`src/rtl/meter_display_if.sv`:
```
// -----------------------------------------------------------------------------
// meter_display_if
// Bundles the meter-side input word and the board-side display pins of
// meter_display.
//   count [15:0] : meter value in seconds (driven by the meter / master)
//   an    [3:0]  : digit anodes, active-low, an[0] = ones digit
//   seg   [6:0]  : segments {g,f,e,d,c,b,a}, active-low
//   dp           : decimal point, active-low (held off)
// Modports:
//   master : owns count, observes the display pins
//   slave  : the display driver (meter_display)
// -----------------------------------------------------------------------------
interface meter_display_if;
    logic [15:0] count;
    logic [3:0]  an;
    logic [6:0]  seg;
    logic        dp;

    modport master (output count, input an, input seg, input dp);
    modport slave  (input count, output an, output seg, output dp);
endinterface

```
`src/rtl/meter_display.sv`:
```
// -----------------------------------------------------------------------------
// meter_display
// Converts the 16-bit meter seconds value to four BCD digits with a
// continuously running shift-add-3 engine (LOAD, 16 x SHIFT, DONE = 18 cycles)
// and scans them onto a 4-digit active-low seven-segment display with the
// meter blink policy: 1 Hz flash at zero, 0.5 Hz flash below BLINK_THRESH,
// steady otherwise.
//
// Ports:
//   clk        : system clock, rising edge
//   reset      : asynchronous active-low reset
//   bus.count  : meter value (input, clamped to 9999)
//   bus.an     : digit anodes, active-low, registered
//   bus.seg    : segments {g,f,e,d,c,b,a}, active-low, registered
//   bus.dp     : decimal point, constant 1 (off)
//
// Parameters:
//   CLK_HZ       : clock frequency; the blink phase advances every CLK_HZ/2
//   REFRESH_DIV  : clock cycles each digit is driven
//   BLINK_THRESH : values in (0, BLINK_THRESH) flash at 0.5 Hz
//
// Build option:
//   METER_DISPLAY_LZB_EN : leading-zero blanking (ones digit never blanked)
// -----------------------------------------------------------------------------
module meter_display #(
    parameter int CLK_HZ       = 100_000_000,
    parameter int REFRESH_DIV  = 100_000,
    parameter int BLINK_THRESH = 200
) (
    input  logic           clk,
    input  logic           reset,
    meter_display_if.slave bus
);

    typedef enum logic [1:0] {ST_LOAD, ST_SHIFT, ST_DONE} state_t;
    typedef enum logic [1:0] {MODE_ZERO, MODE_LOW, MODE_STEADY} mode_t;

    localparam int                TICK_N    = CLK_HZ / 2;
    localparam int                TICK_W    = (TICK_N > 1) ? $clog2(TICK_N) : 1;
    localparam logic [TICK_W-1:0] TICK_LAST = TICK_W'(TICK_N - 1);
    localparam int                REF_W     = (REFRESH_DIV > 1) ? $clog2(REFRESH_DIV) : 1;
    localparam logic [REF_W-1:0]  REF_LAST  = REF_W'(REFRESH_DIV - 1);
    localparam logic [15:0]       CLAMP_MAX = 16'd9999;
    localparam logic [15:0]       THRESH    = 16'(BLINK_THRESH);

    state_t            r_state;
    state_t            w_state_next;
    logic [15:0]       r_bin;
    logic [15:0]       r_bcd;
    logic [15:0]       r_value;
    logic [3:0]        r_bit_cnt;
    logic [15:0]       r_disp_digits;
    mode_t             r_disp_mode;
    logic [TICK_W-1:0] r_tick;
    logic [1:0]        r_phase;
    logic [REF_W-1:0]  r_refresh;
    logic [1:0]        r_digit_idx;
    logic [3:0]        r_an;
    logic [6:0]        r_seg;

    logic [15:0]       w_clamped;
    logic [15:0]       w_bcd_adj;
    mode_t             w_mode;
    logic              w_visible;
    logic              w_blank;
    logic [3:0]        w_digit;
    logic [6:0]        w_seg_dec;

    assign w_clamped = (bus.count > CLAMP_MAX) ? CLAMP_MAX : bus.count;

    // Add-3 correction on every BCD nibble ahead of the shift.
    generate
        for (genvar gi = 0; gi < 4; gi++) begin : g_add3
            assign w_bcd_adj[gi*4 +: 4] = (r_bcd[gi*4 +: 4] >= 4'd5) ?
                                          r_bcd[gi*4 +: 4] + 4'd3 :
                                          r_bcd[gi*4 +: 4];
        end
    endgenerate

    // Mode comes from the value actually converted, so digits and mode
    // always describe the same sample.
    assign w_mode = (r_value == 16'd0) ? MODE_ZERO :
                    (r_value < THRESH) ? MODE_LOW  : MODE_STEADY;

    // ---------------- converter FSM ----------------
    always_ff @(posedge clk or negedge reset) begin
        if (!reset) r_state <= ST_LOAD;
        else        r_state <= w_state_next;
    end

    always_comb begin
        w_state_next = r_state;
        unique case (r_state)
            ST_LOAD:  w_state_next = ST_SHIFT;
            ST_SHIFT: if (r_bit_cnt == 4'd15) w_state_next = ST_DONE;
            ST_DONE:  w_state_next = ST_LOAD;
            default:  w_state_next = ST_LOAD;
        endcase
    end

    always_ff @(posedge clk or negedge reset) begin
        if (!reset) begin
            r_bin         <= 16'd0;
            r_bcd         <= 16'd0;
            r_value       <= 16'd0;
            r_bit_cnt     <= 4'd0;
            r_disp_digits <= 16'd0;
            r_disp_mode   <= MODE_ZERO;
        end else begin
            unique case (r_state)
                ST_LOAD: begin
                    r_bin     <= w_clamped;
                    r_value   <= w_clamped;
                    r_bcd     <= 16'd0;
                    r_bit_cnt <= 4'd0;
                end
                ST_SHIFT: begin
                    r_bcd     <= {w_bcd_adj[14:0], r_bin[15]};
                    r_bin     <= {r_bin[14:0], 1'b0};
                    r_bit_cnt <= r_bit_cnt + 4'd1;
                end
                ST_DONE: begin
                    // Digits and mode land together: no tearing on the display.
                    r_disp_digits <= r_bcd;
                    r_disp_mode   <= w_mode;
                end
                default: ;
            endcase
        end
    end

    // ---------------- blink phase and digit scan ----------------
    always_ff @(posedge clk or negedge reset) begin
        if (!reset) begin
            r_tick      <= '0;
            r_phase     <= 2'd0;
            r_refresh   <= '0;
            r_digit_idx <= 2'd0;
        end else begin
            if (r_tick == TICK_LAST) begin
                r_tick  <= '0;
                r_phase <= r_phase + 2'd1;
            end else begin
                r_tick  <= r_tick + TICK_W'(1);
            end
            if (r_refresh == REF_LAST) begin
                r_refresh   <= '0;
                r_digit_idx <= r_digit_idx + 2'd1;
            end else begin
                r_refresh   <= r_refresh + REF_W'(1);
            end
        end
    end

    always_comb begin
        w_visible = 1'b1;
        unique case (r_disp_mode)
            MODE_ZERO: w_visible = ~r_phase[0];
            MODE_LOW:  w_visible = ~r_phase[1];
            default:   w_visible = 1'b1;
        endcase
    end

    assign w_digit = r_disp_digits[{r_digit_idx, 2'b00} +: 4];

`ifdef METER_DISPLAY_LZB_EN
    // w_upper_zero[i]: digit i and every digit above it are zero.
    // Bit 0 is tied low so the ones digit always shows.
    logic [4:0] w_upper_zero;
    assign w_upper_zero[4] = 1'b1;
    assign w_upper_zero[0] = 1'b0;
    generate
        for (genvar gi = 1; gi < 4; gi++) begin : g_lzb
            assign w_upper_zero[gi] = w_upper_zero[gi+1] &&
                                      (r_disp_digits[gi*4 +: 4] == 4'd0);
        end
    endgenerate
    assign w_blank = w_upper_zero[r_digit_idx];
`else
    assign w_blank = 1'b0;
`endif

    always_comb begin
        w_seg_dec = 7'b1111111;
        case (w_digit)
            4'd0: w_seg_dec = 7'b1000000;
            4'd1: w_seg_dec = 7'b1111001;
            4'd2: w_seg_dec = 7'b0100100;
            4'd3: w_seg_dec = 7'b0110000;
            4'd4: w_seg_dec = 7'b0011001;
            4'd5: w_seg_dec = 7'b0010010;
            4'd6: w_seg_dec = 7'b0000010;
            4'd7: w_seg_dec = 7'b1111000;
            4'd8: w_seg_dec = 7'b0000000;
            4'd9: w_seg_dec = 7'b0010000;
            default: w_seg_dec = 7'b1111111;
        endcase
    end

    // ---------------- registered output stage ----------------
    always_ff @(posedge clk or negedge reset) begin
        if (!reset) begin
            r_an  <= 4'b1111;
            r_seg <= 7'b1111111;
        end else if (w_visible && !w_blank) begin
            r_an  <= ~(4'b0001 << r_digit_idx);
            r_seg <= w_seg_dec;
        end else begin
            r_an  <= 4'b1111;
            r_seg <= 7'b1111111;
        end
    end

    assign bus.an  = r_an;
    assign bus.seg = r_seg;
    assign bus.dp  = 1'b1;

endmodule

```
`src/flat_wrapper.sv`:
```
// flat-port wrapper written by rule: the top's interface ports become plain ports
module meter_display_flat 
#(
    parameter int CLK_HZ       = 100_000_000,
    parameter int REFRESH_DIV  = 100_000,
    parameter int BLINK_THRESH = 200
)
  (clk, reset, bus_count, bus_an, bus_seg, bus_dp);
  meter_display_if bus_i ();
  input  logic clk;
  input  logic reset;
  input wire logic [$bits(bus_i.count)-1:0] bus_count;
  output wire logic [$bits(bus_i.an)-1:0] bus_an;
  output wire logic [$bits(bus_i.seg)-1:0] bus_seg;
  output wire logic [$bits(bus_i.dp)-1:0] bus_dp;
  assign bus_i.count = bus_count;
  assign bus_an = bus_i.an;
  assign bus_seg = bus_i.seg;
  assign bus_dp = bus_i.dp;
  meter_display #(.CLK_HZ(CLK_HZ), .REFRESH_DIV(REFRESH_DIV), .BLINK_THRESH(BLINK_THRESH)) u_core (.clk(clk), .reset(reset), .bus(bus_i));
endmodule
```
`config.mk`:
```
export PLATFORM = sky130hd
export DESIGN_NAME = meter_display_flat
export DESIGN_NICKNAME = d
export VERILOG_FILES = /design/src/rtl/meter_display_if.sv /design/src/rtl/meter_display.sv /design/src/flat_wrapper.sv
export SDC_FILE = /design/constraint.sdc
export NUM_CORES = 1
export LEC_CHECK = 0
export CORE_UTILIZATION = 36
export DETAILED_ROUTE_END_ITERATION = 10
export GPL_ROUTABILITY_DRIVEN = 0
export PLACE_DENSITY = 0.6
export SYNTH_ARGS = -nofsm -noshare
export SYNTH_HDL_FRONTEND = slang
export SYNTH_SLANG_ARGS = --single-unit
```
`constraint.sdc`:
```
create_clock -name clk -period 1.91 [get_ports clk]
set_input_delay 0.2865 -clock clk [delete_from_list [all_inputs] [get_ports clk]]
set_output_delay 0.2865 -clock clk [all_outputs]
set_load 0.01 [all_outputs]
```
### Yosys cells after proc, flatten, opt, wreduce, memory -nomap -nowiden

Memory sizes are Yosys's and may differ from the RTL's.
Cells that the tools add are included.

* flip-flop bits (word level): 130
* latch bits: 0
* memory bits (writable): 0
* ROM bits: 112
* input port bits: 18
* output and inout port bits: 12
* word-level logic and storage cells: 62
* memories kept: 1

Memory list
* (name not given): words 16, width 7, rd ports 1, clocked after Yosys merged registers in 0, wr ports 0, RTL line meter_display.sv:185 `case (w_digit)`

* add/sub/neg operators: 9
* multiply operators: 0
* div/mod/pow operators: 0
* $lt $le $gt $ge: 6
* equality and inequality tests: 7
* shift-type cells: 2
* mux-type cells: 17
* bitwise operators: 3
* reductions and logical operators: 4

Operators by type and width (number)
* $pmux 16 s2: 2
* $add 26x1->26 const B: 1
* $eq 26x26->1 const B: 1
* $mux 26: 1
* $add 17x1->17 const B: 1
* $eq 17x17->1 const B: 1
* $mux 17: 1
* $ge 4x3->1 const B: 4
* $gt 16x14->1 const B: 1
* $logic_not 16->1: 1
* $lt 16x8->1 const B: 1
* $mux 16: 1
* $mux 4: 4
* $shiftx 16x5->4: 1
* $add 4x2->4 const B: 3
* $pmux 4 s2: 1
* $mux 7: 1
* $mux 2: 3
* $add 2x1->2 const B: 2
* $add 4x1->4 const B: 1
* $eq 2x1->1 const B: 2
* $eq 4x4->1 const B: 1
* $logic_not 2->1: 2
* $not 4->4: 1
* 9 further kinds: 10

### Longest topological paths before layout

Gate-level depths: netlist (run 1).

* depth in word-level cells: 3
* depth in mapped cells: 7
* depth with buffers taken out: 6

### Worst setup path after synthesis (run 1)

OpenSTA, ideal clock, no wires.

* kind: register -> register
* start: reg u_core.r_tick[0]
* end: reg u_core.r_tick[22]
* arrival time: 1.919 ns
* data required time: 1.833 ns
* path slack: -0.087 ns
* cell stages (with the launch flop): 7
* path buffers: 1
* clock period less this slack: 1.997 ns
* cells stage by stage: dfrtp_1 ha_1 nand4_1 or4_1 clkbuf_1 or4_1 a21oi_1

* cells in the longest elaborated chain, start to end: 2
* elaborated cells on any way between the ends: 3
* classes of those cells: 1 x add/sub; 1 x eq/ne; 1 x mux

RTL lines
* start, declared: RTL line meter_display.sv:54 `logic [TICK_W-1:0] r_tick;`
* start signal, assigned: RTL line meter_display.sv:144 `r_tick <= r_tick + TICK_W'(1);`
* $add 26x1->26 or $eq 26x26->1 (tied branches): RTL line meter_display.sv:144, meter_display.sv:140
* $mux 26 (*): RTL line meter_display.sv:140 `if (r_tick == TICK_LAST) begin`

Mark *: on every way between the ends. The rest lies on a longest branch, timed or not.
A chain may end at the register's enable or synchronous reset.

### Final worst setup path (run 1)

* start: reg u_core.r_tick[10]
* end: reg u_core.r_tick[22]

Same word-level chain as after synthesis.

==> results of run 1 <==
==> registers in the layout (all words and copies together), names as in the netlist <==
signal                count
u_core.bus.an             4
u_core.bus.seg            7
u_core.r_bcd             16
u_core.r_bin             16
u_core.r_bit_cnt          4
u_core.r_digit_idx        2
u_core.r_disp_digits     16
u_core.r_disp_mode        2
u_core.r_phase            2
u_core.r_refresh         17
u_core.r_state            2
u_core.r_tick            26
u_core.r_value           16
==> what timing repair did <==
action | in CTS | in global routing
pin swaps | 0 | 5
endpoints found under the hold margin | 119 | 0
resized for setup | 4 | 12
setup endpoints to repair | 4 | 23
setup buffers | 0 | 3
hold buffers | 1 | 0
==> Yosys cell counts (all sizes together) <==
master    n  area share [%]
a21o      1            0.12
inv      20             1.2
mux4      4             1.5
nor2     46             2.9
a21oi    34             2.8
nand2b    6            0.62
o31ai     7            0.87
and4      5            0.73
mux2i     5            0.83
conb      1           0.062
o32ai     3            0.44
and2      4            0.41
ha       20             4.1
or2       4            0.41
nand4b    1            0.15
nor3      7            0.58
or4bb     1            0.19
o21ai    39             3.2
nor2b     3            0.31
dfstp    11             4.8
or4      11             1.4
nand2    56             3.5
nand3    15             1.2
a211oi    2            0.25
a211o     1            0.15
nor4      6            0.62
or3      10             1.0
nand4    11             1.2
xor2     16             2.3
or4b      2            0.33
xnor2    22             3.2
a22o      9             1.3
o22ai    12             1.2
dfrtp   119              49
a22oi     4            0.50
mux2     21             3.9
clkbuf   19             1.2
buf       7            0.58
o21a      1            0.12
and3      3            0.31
==> cell type report <==
class | instances | area, sq um | area share [%]
sequential | 130 | 3270 | 44.0
inverter | 20 | 75.1 | 1.01
clock inverter | 12 | 76.3 | 1.03
timing repair buffer | 67 | 618 | 8.32
multi-input combinational | 393 | 2650 | 35.7
tap | 216 | 270 | 3.64
clock buffer | 20 | 468 | 6.30
==> cell families (layout without fill, tap and decap cells) <==
family,count (synthesis),count (layout),synth area share (%)
adder cells (fa/ha/maj),20,20,4.14
flip-flops,130,130,54.1
multiplexers,30,30,6.24
AND/OR/NAND/NOR,191,191,15.9
AO/OA/AOI/OAI,113,113,11.0
buffers and inverters,46,119,3.00
other,1,1,0.0621
XOR/XNOR,38,38,5.51
==> worst paths after layout <==
| check | end | slack [ns] | cells past startpoint |
|---|---|---|---|
| worst max-delay path | u_core.r_tick[22] | 0.04 | 5 |
| worst min-delay path | u_core.r_bit_cnt[3] | 0.43 | 3 |
| worst max register to register | u_core.r_tick[22] | 0.04 | 5 |
| worst min register to register | u_core.r_value[4] | 0.48 | 2 |
| max in group asynchronous | u_core.bus.seg[0] | 1.13 | 3 |
| min in group clk | u_core.r_value[4] | 0.48 | 2 |
==> through the flow <==
step	util, %	cells	total power, mW
2_1_floorplan	-	569	4.07
3_3_place_gp	42.1	822	4.47
3_5_place_dp	42.1	822	4.54
4_1_cts	45.6	855	7.52
5_1_grt	46.1	858	7.84
6_report	46.1	858	7.43
==> critical path, cell delays in order, from the launching register on <==
cell and delay, ns:
dfrtp_1 0.39, nand4_2 0.14, buf_4 0.17, or4_4 0.53, or4_1 0.41, a21oi_1 0.15
==> cell usage in the layout (no fill, tap or decap), types with 4 or more instances in the layout <==
| cell | n |
|---|---|
| a21oi_1 | 32 |
| a22o_1 | 9 |
| a22oi_1 | 4 |
| and2_1 | 4 |
| and4_1 | 5 |
| buf_4 | 34 |
| clkbuf_16 | 18 |
| clkdlybuf4s50_1 | 27 |
| clkinv_2 | 5 |
| dfrtp_1 | 118 |
| dfstp_2 | 11 |
| ha_1 | 19 |
| inv_1 | 19 |
| inv_4 | 4 |
| mux2_2 | 21 |
| mux2i_1 | 5 |
| mux4_2 | 4 |
| nand2_1 | 55 |
| nand2b_1 | 6 |
| nand3_1 | 15 |
| nand4_1 | 10 |
| nor2_1 | 46 |
| nor3_1 | 7 |
| nor4_1 | 4 |
| o21ai_0 | 39 |
| o22ai_1 | 12 |
| o31ai_1 | 7 |
| or2_2 | 4 |
| or3_1 | 9 |
| or4_1 | 6 |
| or4_4 | 5 |
| xnor2_1 | 22 |
| xor2_1 | 16 |
==> power by group <==
part           total, mW  leakage, nW  internal [mW]  switching, mW
Sequential          3.29         1.63           3.09          0.204
Combinational       1.20         1.31          0.635          0.567
Clock               2.93        0.280           1.76           1.17
Total               7.43         3.22           5.49           1.94
==> metal layers <==
layer / track usage, % / vias up / share of wire, %
met3: 4.28 / 10 / 3.5
met5: 0 / - / 0
li1: - / 2131 / -
met2: 22.8 / 82 / 47
met4: 5.68 / 0 / 0.87
met1: 19.9 / 2119 / 49
==> reports/results.ini, run 1 <==
[detailed_routing]
wire_per_inst_um=14.0
first_pass_iters=6
vias=4342
drtAntennaViolNets=0
routed_wl_um=12000
vias_per_cell=5.06
drtIter0Drc=252
drt_drc_violations_left=0

[global_routing]
grt_usage_pct=14.9
antenna_found_initial=0
grt_pass1_wl_um=20800
grt_max_degree=69
grt_overflow_total=0
grt_pass1_vias=4305

[floorplan]
io_pins=30
rows=46
initial_utilization_pct=37.5
die_h_um=132
dieArea_sq_um=17300
coreArea_sq_um=16100
die_w_um=132

[layout]
drive_gt1_share_pct=19.9
design_area_sq_um=7430
n_antenna_cell=0
areaGrowthSynthToFinish_pct=23.0
fin_nets=667
nFillCells=1485

[sta]
clock_skew_ns=0.00612
rsz0062_at_grt=true
finalHoldViolations=0
fmax_ghz=0.536
min_period_over_period_pct=97.7
slew_viol_final=0
fin_ws_ns=0.0439
setup-violations-final=0
hold_ws_ns=0.429
min_period_ns=1.87
finalSetupTns_ns=0

[clocking]
cts_buffer_depth=2
clock-sinks=130
path_clk_slew_ns=0.06
htreeDepth=4
clkLatencyLatePin_ns=0.41
cts_made_buffers=17
cts_tree=done
cts-root-buf=clkbuf_16

[yosys]
avgSynthCellArea_sq_um=10.6
synthCells=569
synth_cell_type_count=44
synth_nets=607
syn_area_sq_um=6040
yosysWarnings=0
ys_seq_elements=130
yosysSeqAreaShare_pct=54.1

[placement]
port_buffers=28
placed_cell_area_sq_um=6780
hpwl_um=8310
dp_slack_ns=-0.0273

[worst_setup_path]
arrival_ns=2.20
cp_max_fo=5
worstSetupStartpoint=u_core.r_tick[10]
cp-end-kind=register
cp.required_ns=2.25
r2r_start=u_core.r_tick[10]
cp-start-kind=register
path_class=register to register

[power_and_ir_drop]
p_leak_nw=3.22
irDropWorstVdd_v=0.000637
p_per_area_nw_per_um2=1000

[min_path]
hold_class=input port to asynchronous set/reset pin

[outcome]
outcome=complete, no violations

[run]
cap_viol_max_count=0

Power figures use the tool's default switching activity.
==> run 2: changes to the inputs <==
CORE_ASPECT_RATIO = 0.9   (was not set)
==> run 2 against run 1 <==
The run now ends with design-rule violations left; non-clock buffer count unchanged; fmax up 1.1%; clock skew about the same; clock-buffer cell count down 1; die area about the same; hold slack worse by 0.10 ns; largest cell class unchanged; final cell count down 1.0%; sequential power about the same; clock power up 10%.
==> reports/results.ini, run 2 (synthesis gave the netlist of run 1 again) <==
[outcome]
outcome=complete, but fails checks
violations=design-rule violations

[detailed_routing]
wire_per_inst_um=14.1  ; +0.40%
drt_drc_violations_left=6  ; +6
routed_wl_um=11900  ; -0.65%
drtIter0Drc=249  ; -1.2%
first_pass_iters=7  ; +1
drtAntennaViolNets=0  ; unchanged
vias_per_cell=5.09  ; +0.50%
vias=4318  ; -0.55%

[power_and_ir_drop]
irDropWorstVdd_v=0.000699  ; +9.8%
p_per_area_nw_per_um2=1040  ; +3.6%
fin_total_pwr_mw=7.71  ; +3.8%
p_leak_nw=3.22  ; about the same

[sta]
min_period_ns=1.85  ; -0.0201 ns
fmax_ghz=0.542  ; +1.1%
setup-violations-final=0  ; unchanged
min_period_over_period_pct=96.7  ; -1.1 points
tightest_slew_ns=0.758
finalHoldViolations=0  ; unchanged
slew_headroom_pct=49.3
clock_skew_ns=0.00598  ; -0.000138 ns
slew_viol_final=0  ; unchanged

[worst_setup_path]
r2r_end=u_core.r_tick[21]
arrival_ns=2.19  ; about the same
cp.required_ns=2.25  ; about the same
cp_slowest_stage_delay_ns=0.59  ; +0.06 ns
cp_max_fo=8  ; +3
r2r_cells=4  ; -1
cp-start-kind=register
ff2ff_setup_slack_ns=0.06  ; +0.02 ns
critPathSlowestCell=or4_4
r2r_start=u_core.r_tick[10]
path_class=register to register
path_cells=nand4_2 > or4_4 > or4_1 > a21oi_2
cp-end-kind=register

[layout]
fin_nets=667  ; unchanged
final_common_cell=dfrtp_1
final_cell_mix=dfrtp_1, nand2_1, nor2_1
final_cells=849  ; -1.0%
regMostFlops=u_core.r_tick
register_area_sq_um=3270  ; unchanged
layout_top_registers=u_core.r_tick: 26 flops, u_core.r_refresh: 17 flops
drive_gt1_share_pct=19.2  ; -0.78 points
design_area_sq_um=7440  ; +0.22%
largest_reg_flops=26  ; unchanged
nFillCells=1445  ; -2.7%
n_antenna_cell=0  ; unchanged
multi_input_area_sq_um=2630  ; -1.0%
areaGrowthSynthToFinish_pct=23.3

[placement]
placed_cell_area_sq_um=6780  ; about the same
placedCellCount=812  ; -1.2%
port_buffers=28  ; unchanged
hpwl_um=8310  ; about the same

[floorplan]
rows=44  ; -4.3%
die_w_um=139  ; +5.3%
initial_utilization_pct=37.2  ; -0.29 points
dieArea_sq_um=17300  ; about the same
io_pins=30  ; unchanged
die_h_um=125  ; -5.1%
coreArea_sq_um=16200  ; +0.78%

[run]
cap_viol_max_count=0  ; unchanged

[global_routing]
grt_overflow_total=0  ; unchanged
grt_pass1_vias=4307  ; +0.046%
antenna_found_initial=0  ; unchanged
grt_usage_pct=15.1  ; +0.15 points
grt_max_degree=59  ; -14%
grt_pass1_wl_um=20700  ; -0.56%

[clocking]
cts-root-buf=clkbuf_16
clkLatencyLatePin_ns=0.41  ; about the same
cts_buffer_depth=2  ; unchanged
cts_made_buffers=17  ; unchanged
cts_tree=done
clock-sinks=130  ; unchanged
htreeDepth=4  ; unchanged
path_clk_slew_ns=0.05  ; about the same

[min_path]
hold_class=input port to asynchronous set/reset pin

-- run 2: cell count changes in the layout (fill, tap and decap cells not counted), moves of 2 or more --
cell and delta:
inv_4 -4, bufinv_16 +3, buf_6 -2, clkinv_2 -2
or4_4 -2, or4_1 +2, clkinvlp_4 +4
-- run 2: final cells by class --
type	instances	area share [%]
clock buffer	19	5.82
clock inverter	13	2.17
inverter	20	1.01
multi-input combinational	393	35.3
sequential	130	43.9
tap	207	3.48
timing repair buffer	67	8.37
-- run 2: stage by stage --
step	util [%]	setup slack [ns]	hold WS (ns)	setup TNS (ns)
after floorplan	-	0.0168	-0.00909	0
after global placement	41.7	0.0397	0.219	0
after detailed placement	41.7	-0.0162	0.224	-0.0162
after CTS	45.5	0.0144	0.318	0
after global routing	45.8	-0.000602	0.344	-0.000602
final	45.8	0.0640	0.326	0
-- run 2: worst max path at each step --
stage                                from  depth (start not counted)  slack [ns]                 to
detailed placement       u_core.r_tick[9]                          4       -0.02  u_core.r_tick[21]
global placement         u_core.r_tick[0]                          5        0.04  u_core.r_tick[24]
finish                  u_core.r_tick[10]                          4        0.06  u_core.r_tick[21]
global route             u_core.r_tick[0]                          5     -0.0006  u_core.r_tick[24]
floorplan           u_core.r_digit_idx[0]                          7        0.02  u_core.bus.seg[3]
CTS                      u_core.r_tick[9]                          5        0.01  u_core.r_tick[22]
-- run 2: timing repair --
item                                    in CTS  in global routing
endpoints found under the setup margin       2                 21
endpoints found under the hold margin       12                  0
hold buffers                                 1                  0
buffers inserted                             0                  4
pin swaps                                    0                  1
resized for setup                            1                  8
-- run 2: per-layer routing --
metal	up-vias	global-route usage (%)	share of wire, %	wire length (um)
li1	2123	-	-	-
met1	2118	19.9	49	5910
met2	68	23.5	46	5520
met3	9	4.81	3.6	426
met4	0	4.36	0.76	91
met5	-	0	0	0
-- run 2: worst max-delay path, delay by kind of cell, from the launching register on --
kind | cells | cell delay [ns]
simple gates | 3 | 1.22
flops | 1 | 0.39
compound gates | 1 | 0.15
-- run 2: power by group --
| group | total, mW | switching [mW] | internal [mW] |
|---|---|---|---|
| Clock | 3.23 | 1.18 | 2.05 |
| Combinational | 1.20 | 0.566 | 0.630 |
| Sequential | 3.29 | 0.204 | 3.09 |
